## config.mk

```make
export PLATFORM = sky130hd
export DESIGN_NAME = fp_range_reduce
export DESIGN_NICKNAME = d
export VERILOG_FILES = /design/src/rtl/sincos_pkg.sv /design/src/rtl/fp_fix_to_float.sv /design/src/rtl/fp_range_reduce.sv
export SDC_FILE = /design/constraint.sdc
export NUM_CORES = 1
export LEC_CHECK = 0
export ABC_AREA = 1
export BUFFER_PORTS_ARGS = -buffer_cell sky130_fd_sc_hd__buf_2
export CELL_PAD_IN_SITES_DETAIL_PLACEMENT = 2
export CELL_PAD_IN_SITES_GLOBAL_PLACEMENT = 2
export CORE_ASPECT_RATIO = 1.1
export CORE_MARGIN = 8
export CORE_UTILIZATION = 36
export DETAILED_ROUTE_END_ITERATION = 7
export PLACE_DENSITY_LB_ADDON = 0.15
export SLEW_MARGIN = 20
export SYNTH_ARGS = -nofsm -noshare
export SYNTH_HDL_FRONTEND = slang
export SYNTH_SLANG_ARGS = --single-unit
export TNS_END_PERCENT = 50
```

## constraint.sdc

```tcl
create_clock -name clk -period 10.1 [get_ports clk]
set_clock_uncertainty 0.2 [all_clocks]
set_input_delay 1.01 -clock clk [delete_from_list [all_inputs] [get_ports clk]]
set_output_delay 1.01 -clock clk [all_outputs]
set_load 0.005 [all_outputs]
```

## src/rtl/sincos_pkg.sv

```systemverilog
`default_nettype none
// ============================================================================
//  Module   : sincos_pkg
//  Purpose  : Shared constants, FSM state type and the pi/2 fixed-point helper
//             for the sincos argument range reducer.
//  Revision : 1.0 - initial release
// ============================================================================
package sincos_pkg;

    // pi/2 and the canonical quiet NaN as IEEE-754 single bit patterns
    localparam logic [31:0] PIO2_F32 = 32'h3FC90FDB;
    localparam logic [31:0] QNAN_F32 = 32'h7FC00000;

    // pi/2 scaled by 2^124, enough headroom for any practical FRAC_W
    localparam logic [127:0] PIO2_Q124 = 128'h1921FB54442D18469898CC51701B839A;

    // Reducer FSM states
    typedef enum logic [2:0] {
        ST_IDLE   = 3'd0,
        ST_LOAD   = 3'd1,
        ST_REDUCE = 3'd2,
        ST_NORM   = 3'd3,
        ST_DONE   = 3'd4
    } state_t;

    // pi/2 rounded (half up) to frac_w fraction bits
    function automatic logic [127:0] pio2_fix(input int frac_w);
        logic [127:0] t;
        t = PIO2_Q124 >> (124 - frac_w - 1);
        return (t + 128'd1) >> 1;
    endfunction

endpackage
`default_nettype wire

```

## src/rtl/fp_fix_to_float.sv

```systemverilog
`default_nettype none
// ============================================================================
//  Module   : fp_fix_to_float
//  Purpose  : Combinational unsigned fixed-point to IEEE-754 single converter.
//             Leading-one detect, truncate the 23 bits below it, pack.
//  Revision : 1.0 - initial release
// ============================================================================
module fp_fix_to_float #(
    parameter int W      = 47,
    parameter int FRAC_W = 40
) (
    input  logic [W-1:0] i_fix,
    output logic [31:0]  o_f32
);

    localparam int            PW        = (W > 1) ? $clog2(W) : 1;
    localparam logic [PW-1:0] c_TOP_POS = PW'(W - 1);
    localparam logic [7:0]    c_EXP_OFS = 8'(127 - FRAC_W);

    logic [PW-1:0] w_lead;
    logic          w_nz;
    logic [PW-1:0] w_shamt;
    logic [W+22:0] w_ext;
    logic [22:0]   w_mant;
    logic [7:0]    w_exp;

    // Leading-one detector: the highest set bit wins
    always_comb begin
        w_lead = '0;
        w_nz   = 1'b0;
        for (int i = 0; i < W; i++) begin
            if (i_fix[i]) begin
                w_lead = PW'(i);
                w_nz   = 1'b1;
            end
        end
    end

    // Shift the leading one to the top of a zero-padded word; the next 23 bits
    // are the truncated mantissa (zero-filled when fewer bits exist)
    assign w_shamt = c_TOP_POS - w_lead;
    assign w_ext   = {i_fix, 23'b0} << w_shamt;
    assign w_mant  = 23'(w_ext >> (W - 1));
    assign w_exp   = c_EXP_OFS + 8'(w_lead);
    assign o_f32   = w_nz ? {1'b0, w_exp, w_mant} : 32'd0;

endmodule
`default_nettype wire

```

## src/rtl/fp_range_reduce.sv

```systemverilog
`default_nettype none
// ============================================================================
//  Module   : fp_range_reduce
//  Purpose  : Multi-cycle range reducer ahead of sincos. Reduces |x| modulo
//             pi/2 by restoring shift-subtract and returns the reduced angle,
//             the quadrant and the input sign, with valid/ready on both sides.
//  Revision : 1.0 - initial release
// ============================================================================
module fp_range_reduce #(
    parameter int INT_W  = 7,
    parameter int FRAC_W = 40
) (
    input  logic        clk,
    input  logic        rst,
    input  logic        in_valid,
    output logic        in_ready,
    input  logic [31:0] opx,
    output logic        out_valid,
    input  logic        out_ready,
    output logic [31:0] red_x,
    output logic [1:0]  quadrant,
    output logic        neg,
    output logic        range_err
);
    import sincos_pkg::*;

    localparam int            W            = INT_W + FRAC_W;
    localparam int            KW           = (INT_W > 1) ? $clog2(INT_W) : 1;
    localparam logic [W-1:0]  PIO2_FIX     = W'(pio2_fix(FRAC_W));
    localparam logic [KW-1:0] c_K_LAST     = KW'(INT_W - 1);
    localparam logic [8:0]    c_EXP_LIMIT  = 9'(127 + INT_W);
    localparam logic [7:0]    c_ALIGN_BIAS = 8'(127 + 23 - FRAC_W);

    state_t        r_state;
    logic [31:0]   r_opx;
    logic [W-1:0]  r_rem;
    logic [KW-1:0] r_k;
    logic [1:0]    r_q2;
    logic [31:0]   r_red_x;
    logic [1:0]    r_quadrant;
    logic          r_neg;
    logic          r_range_err;
    logic          r_out_valid;

    logic          w_is_err;
    logic          w_is_byp;
    logic [7:0]    w_align_sh;
    logic [W-1:0]  w_fix;
    logic [W-1:0]  w_step;
    logic          w_take;
    logic [31:0]   w_norm_f32;

    // Classification of the captured operand (used in LOAD)
    assign w_is_err   = (r_opx[30:23] == 8'hFF) || ({1'b0, r_opx[30:23]} >= c_EXP_LIMIT);
    assign w_is_byp   = ({1'b0, r_opx[30:0]} < PIO2_F32);

    // Alignment of {1,mantissa} so that FRAC_W bits sit below the binary point
    assign w_align_sh = r_opx[30:23] - c_ALIGN_BIAS;
    assign w_fix      = W'({1'b1, r_opx[22:0]}) << w_align_sh;

    // One restoring step: compare against pi/2 scaled by 2^k
    assign w_step     = PIO2_FIX << r_k;
    assign w_take     = (r_rem >= w_step);

    fp_fix_to_float #(
        .W      (W),
        .FRAC_W (FRAC_W)
    ) u_norm (
        .i_fix (r_rem),
        .o_f32 (w_norm_f32)
    );

    // Reducer FSM with registered result outputs
    always_ff @(posedge clk) begin
        if (rst) begin
            r_state     <= ST_IDLE;
            r_opx       <= '0;
            r_rem       <= '0;
            r_k         <= '0;
            r_q2        <= '0;
            r_red_x     <= '0;
            r_quadrant  <= '0;
            r_neg       <= 1'b0;
            r_range_err <= 1'b0;
            r_out_valid <= 1'b0;
        end else begin
            case (r_state)
                ST_IDLE: begin
                    if (in_valid) begin
                        r_opx   <= opx;
                        r_state <= ST_LOAD;
                    end
                end
                ST_LOAD: begin
                    r_neg      <= r_opx[31];
                    r_quadrant <= 2'd0;
                    if (w_is_err) begin
                        r_red_x     <= QNAN_F32;
                        r_range_err <= 1'b1;
                        r_out_valid <= 1'b1;
                        r_state     <= ST_DONE;
                    end else if (w_is_byp) begin
                        r_red_x     <= {1'b0, r_opx[30:0]};
                        r_range_err <= 1'b0;
                        r_out_valid <= 1'b1;
                        r_state     <= ST_DONE;
                    end else begin
                        r_range_err <= 1'b0;
                        r_rem       <= w_fix;
                        r_k         <= c_K_LAST;
                        r_q2        <= 2'd0;
                        r_state     <= ST_REDUCE;
                    end
                end
                ST_REDUCE: begin
                    // Quotient bits arrive MSB first; only the low two matter
                    if (w_take) begin
                        r_rem <= r_rem - w_step;
                    end
                    r_q2 <= {r_q2[0], w_take};
                    if (r_k == '0) begin
                        r_state <= ST_NORM;
                    end else begin
                        r_k <= r_k - 1'b1;
                    end
                end
                ST_NORM: begin
                    r_red_x     <= w_norm_f32;
                    r_quadrant  <= r_q2;
                    r_out_valid <= 1'b1;
                    r_state     <= ST_DONE;
                end
                ST_DONE: begin
                    if (out_ready) begin
                        r_out_valid <= 1'b0;
                        r_state     <= ST_IDLE;
                    end
                end
                default: begin
                    r_out_valid <= 1'b0;
                    r_state     <= ST_IDLE;
                end
            endcase
        end
    end

    assign in_ready  = (r_state == ST_IDLE);
    assign out_valid = r_out_valid;
    assign red_x     = r_red_x;
    assign quadrant  = r_quadrant;
    assign neg       = r_neg;
    assign range_err = r_range_err;

endmodule
`default_nettype wire

```

=== Word level (Yosys, flattened, before mapping) ===
Cells that the tools add are included.

* Logic and storage cells: 168
* Input bits: 36
* Register bits after elaboration: 124

* Mux-type cells: 120
* Bitwise logic cells: 1
* $lt $le $gt $ge: 3
* Reduce and logical (&&, ||, !) cells: 13
* Eq/ne operators: 13
* $add $sub $neg: 5
* Shift operators: 3

{| class="wikitable"
|+ Operators by type and width
! operator !! number
|-
| $mux W47 || 3
|-
| $pmux W47 S2 || 1
|-
| $mux W6 || 15
|-
| $mux W5 || 16
|-
| $shl A70 B6 Y69 || 1
|-
| $mux W32 || 2
|-
| $pmux W32 S2 || 1
|-
| $mux W1 || 52
|-
| $ge A47 B47 Y1 || 1
|-
| $shl A24 B8 Y47 || 1
|-
| $shl A41 B3 Y47 const A || 1
|-
| $sub A47 B47 Y47 || 1
|-
| $mux W3 || 12
|-
| $mux W4 || 8
|-
| $lt A31 B30 Y1 const B || 1
|-
| $mux W31 || 1
|-
| $pmux W3 S5 || 1
|-
| $ne A2 B2 Y1 const B || 7
|-
| $reduce_and A3 Y1 || 3
|-
| $add A7 B6 Y8 const A || 1
|-
| $eq A8 B8 Y1 const B || 1
|-
| $ge A8 B8 Y1 const B || 1
|-
| $mux W2 || 4
|-
| $pmux W2 S2 || 2
|-
| 16 further kinds || 21
|}

=== Logic depth before layout (Yosys ltp) ===
* Word-level depth: 50
* Gate-level depth with buffers: 61
* Depth with buffers taken out: 60

=== Modules after synthesis ===
Synthesis repeated with hierarchy kept, for this count alone.

* Cells, all modules: 2,725
* Area, all modules: 15,001.9 µm²

{| class="wikitable"
|+ By module, submodules not included
! module !! area an instance (µm²) !! cells each !! seq. area each (µm²) !! times used
|-
| fp_range_reduce || 11,198.2 || 1,900 || 2,482.4 || 1
|-
| fp_fix_to_float || 3,803.6 || 825 || 0.0 || 1
|}

=== Least setup slack after synthesis ===
Ideal clock, no wire load.

* Path kind: flip-flop to flip-flop
* From: reg r_k[1]
* To: reg r_rem[46]
* Required time: 9.784 ns
* Setup time: 0.116 ns
* Period minus slack after synthesis: 4.937 ns
* Arrival time: 4.621 ns
* Setup slack: 5.163 ns
* Cell stages (with the launch flop): 36
* Path through: dfxtp_1 inv_1 ha_1 ha_1 ha_1 fa_1 nor2_1 nor3_1 o21a_1 o21a_1 o21ai_1 nand2_1 nand2_1 nand2_1 nand2_1 a21oi_2 o21ai_2 nand2_1 nand2_1 a21boi_1 o21a_1 o21a_1 o21ai_2 a21boi_2 o21ai_1 a21boi_2 inv_1 a21oi_1 o21ai_2 nand2_1 nand2_1 a21oi_1 o21ai_0 nand3_1 o211ai_1 inv_1

* Cells in the longest elaborated chain, start to end: 4

{| class="wikitable"
|+ Ends and longest elaborated chain
! element !! RTL line !! source
|-
| from (decl) || fp_range_reduce.sv:37 || <nowiki>logic [KW-1:0] r_k;</nowiki>
|-
| from (signal assigned) || fp_range_reduce.sv:110 || <nowiki>r_k <= c_K_LAST;</nowiki>
|-
| from (signal assigned) || fp_range_reduce.sv:124 || <nowiki>r_k <= r_k - 1'b1;</nowiki>
|-
| $shl A41 B3 Y47 * || fp_range_reduce.sv:62 || <nowiki>assign w_step = PIO2_FIX << r_k;</nowiki>
|-
| $sub A47 B47 Y47 or $ge A47 B47 Y1 (tied branches) || fp_range_reduce.sv:118, fp_range_reduce.sv:63 ||
|-
| $mux W47 or $ne A2 B2 Y1 (tied branches) || - ||
|-
| $pmux W47 S2 or $reduce_and A4 Y1 (tied branches) || - ||
|-
| to (signal assigned) || fp_range_reduce.sv:109 || <nowiki>r_rem <= w_fix;</nowiki>
|-
| to (signal assigned) || fp_range_reduce.sv:118 || <nowiki>r_rem <= r_rem - w_step;</nowiki>
|-
| to (decl) || fp_range_reduce.sv:36 || <nowiki>logic [W-1:0] r_rem;</nowiki>
|}

Mark *: on every way between the ends. The rest lies on a longest branch, timed or not. The select of a mux whose other input is x is not followed.
A chain may end at the register's enable or synchronous reset.

=== Worst setup path after layout ===
* From: reg r_k[2]
* To: reg r_rem[30]

Same word-level chain as after synthesis.

==> impl_metrics.ini <==
[power_and_ir_drop]
vdd_drop_max_uv = 196
p_leak_nw = 6.18
power_density_nw_per_um2 = 333

[yosys]
ys_types = 53
synth.area.top_cells = dfxtp_1 (20%), nand3_1 (14%), nand2_1 (14%)
seq_area_frac_synth_pct = 20.1
synth_seq_cells = 123
synth_top_cell_by_area = dfxtp_1
synth_ff_type = dfxtp_1
ys_warn_count = 0
synth_fp_nets = 2166
syn_area_um2 = 12300
async_reset_ff_share_pct = 0
synth_top_area_share_pct = 20.1
syn_inst = 2073
synth_edf_count = 0
synth_area_per_cell_um2 = 5.91

[timing]
setup-violations-final = 0
final.min_clock_period_ns = 6.81
timing.final.crit_share_pct = 67.4
tightestPinTransition_ns = 1.11
slew_viol_final = 0
slew_headroom_pct = 25.9
setup_tns_ns = 0
finalHoldViolCount = 0
fmax_mhz = 147
rsz0062_at_grt = false

[critical_path]
cpMostUsedCell = nand2_1
cp.arrival_ns = 6.92
setup.worst_path.class = flip-flop to flip-flop
end_kind = flip-flop
cp.required_ns = 10.21
cp_num_buf_inv = 5
cp_slowest_stage_delay_ns = 0.83
crit_slowest_cell = dfxtp_1
regToRegSetupSlack_ns = 3.29
startpoint_type = flip-flop
critPathTopFamily = compound AO/OA/AOI/OAI gates
crit_fanout = 68

[clocking]
cts_buffers = 17
cts_sinks = 123
clk_transition_reported_paths_ns = 0.06
clk_latency_ns = 0.45
cts.repair.resized = 0
post-cts-setup-buffer-count = 0
clock_path_buffers = 2
htreeDepth = 4
cts_tree = built
cts_root_buf = clkbuf_16
ctsHoldBuffers = 0

[grt]
grt_pass1_vias = 16300
grt_pass1_wl_mm = 98.4
overflow = 0
grt_max_degree = 95
antenna_found_initial = 1
track_usage_pct = 31.6

[finish]
drive_gt1_share_pct = 8.44
finalNetCount = 2155
area_growth_pct = 9.45
final_util_pct = 39.6
antenna_cells = 0
fill_cells = 4316

[drt]
drt_iter0_drc = 1244
dr.pass1.iters = 5
wirelength_mm = 64.8
viasPerCell = 6.21
via_count = 15600
wl_per_cell_um = 25.8
detail-route-antenna-nets = 0
post-route-drc-count = 0

[floorplan]
dieArea_um2 = 40200
die_x_um = 192
start_util_pct = 36.2
core_um2 = 33800
ios = 74
fp-row-count = 71
fp.dieH_um = 210

[hold_path]
min_path_type = flip-flop to flip-flop

[placement]
place.gp.congestion = 0.961
dp.final_hpwl_mm = 50.2
io_buffers = 72

[run_status]
status = finished, final reports clean

[flow_run]
max-cap-violations = 0
-- worst register-to-register path, delay by kind of cell, from the launching register on --
family	cells	cell delay, ns
AOI/OAI and AO/OA	13	2.08
adders and majority gates	2	0.60
buffers and inverters	5	1.56
DFF	1	0.83
and+or+nand+nor	14	1.37
-- Yosys cell counts (6+ instances only) --
master	number
nand2_1	469
nand3_1	355
inv_1	195
o21ai_0	195
a21oi_1	163
dfxtp_1	123
nor2_1	107
clkbuf_1	83
ha_1	56
o211ai_1	40
a31oi_1	34
o22ai_1	27
inv_2	22
o221ai_1	21
buf_2	18
xor2_1	17
mux2i_1	14
nor4_1	13
xnor2_1	12
a22oi_1	10
buf_1	9
nand4_1	9
a221oi_1	7
nor3_1	7
o21ai_2	7
clkinv_1	6
-- metrics by stage --
step	worst slack (ns)	hold slack [ns]	power [mW]	std cells	instance area (um2)
after detailed placement	3.52	0.268	3.77	2481	12800
final	3.29	0.273	4.47	2512	13400
after global placement	3.73	0.249	3.66	2481	12800
after floorplan	5.16	0.239	2.74	2073	12300
after CTS	3.39	0.277	4.45	2512	13400
after global routing	2.73	0.304	4.80	2512	13400
-- area by class of cell --
class                   instances  area, um2  share of cell area, %
multi-input cells            1610       8490                   63.3
clock inverters                14        185                   1.38
clock buffers                  17        425                   3.17
inverters                     223        837                   6.24
repair buffers                 87        473                   3.52
flip-flops and latches        123       2460                   18.4
well taps                     438        548                   4.08
-- cell usage in the layout (no fill, tap or decap), types with 4 or more instances in the layout --
| master | synthesis | routed |
|---|---|---|
| a21oi_1 | 163 | 163 |
| nand4_1 | 9 | 9 |
| nand2_1 | 469 | 468 |
| o21a_1 | 4 | 4 |
| o22ai_1 | 27 | 27 |
| buf_2 | 18 | 72 |
| inv_2 | 22 | 23 |
| nor3_1 | 7 | 7 |
| nand2_2 | 5 | 6 |
| clkbuf_16 | 0 | 17 |
| clkinv_1 | 6 | 5 |
| dfxtp_1 | 123 | 123 |
| o21ai_0 | 195 | 195 |
| inv_1 | 195 | 195 |
| o21ai_1 | 5 | 5 |
| or2_2 | 4 | 4 |
| a221oi_1 | 7 | 7 |
| a21oi_2 | 5 | 5 |
| nor2_1 | 107 | 105 |
| inv_6 | 0 | 5 |
| nor4_1 | 13 | 13 |
| o221ai_1 | 21 | 21 |
| buf_4 | 2 | 15 |
| nand3_1 | 355 | 355 |
| o211ai_1 | 40 | 40 |
| a22oi_1 | 10 | 10 |
| o21ai_2 | 7 | 7 |
| ha_1 | 56 | 56 |
| xnor2_1 | 12 | 12 |
| o2111ai_1 | 4 | 4 |
| mux2i_1 | 14 | 14 |
| xor2_1 | 17 | 15 |
| a31oi_1 | 34 | 34 |
-- where the power goes --
group | internal [mW] | switching [mW] | total [mW]
logic | 0.864 | 2.36 | 3.22
registers | 0.524 | 0.0683 | 0.592
clock network | 0.393 | 0.270 | 0.663
-- logic make-up after synthesis --
| kind of cell | count (synthesis) | share of synthesized area (%) |
|---|---|---|
| other cells | 1 | 0.0306 |
| xor+xnor | 29 | 2.07 |
| compound gates | 537 | 25.6 |
| fa+ha+maj | 57 | 5.88 |
| flops | 123 | 20.1 |
| mux | 14 | 1.14 |
| buf+inv | 340 | 11.0 |
| simple gates | 972 | 34.2 |
-- final timing paths --
check	endpoint	depth (start not counted)	from
worst max-delay path	r_rem[30]$_SDFFE_PP0P_	34	r_k[2]$_SDFFE_PP0P_
worst min-delay path	r_q2[1]$_SDFFE_PP0P_	2	r_q2[1]$_SDFFE_PP0P_
worst max register to register	r_rem[30]$_SDFFE_PP0P_	34	r_k[2]$_SDFFE_PP0P_
worst min register to register	r_q2[1]$_SDFFE_PP0P_	2	r_q2[1]$_SDFFE_PP0P_
-- layer usage --
layer  vias up  GRT usage (%)  part of all wire (%)
li1       7122              -                     -
met1      7909           39.7                    43
met2       422           53.3                    48
met3       140           3.92                   4.0
met4         2           13.7                   4.4
met5         -              0                 0.019
-- flip-flops by register name, summed over array words and instances (netlist names) --
register / cells
neg: 1
out_valid: 1
quadrant: 2
r_k: 3
r_opx: 32
r_q2: 2
r_rem: 47
r_state: 3
range_err: 1
red_x: 31
(Power assumes the default switching activity.)
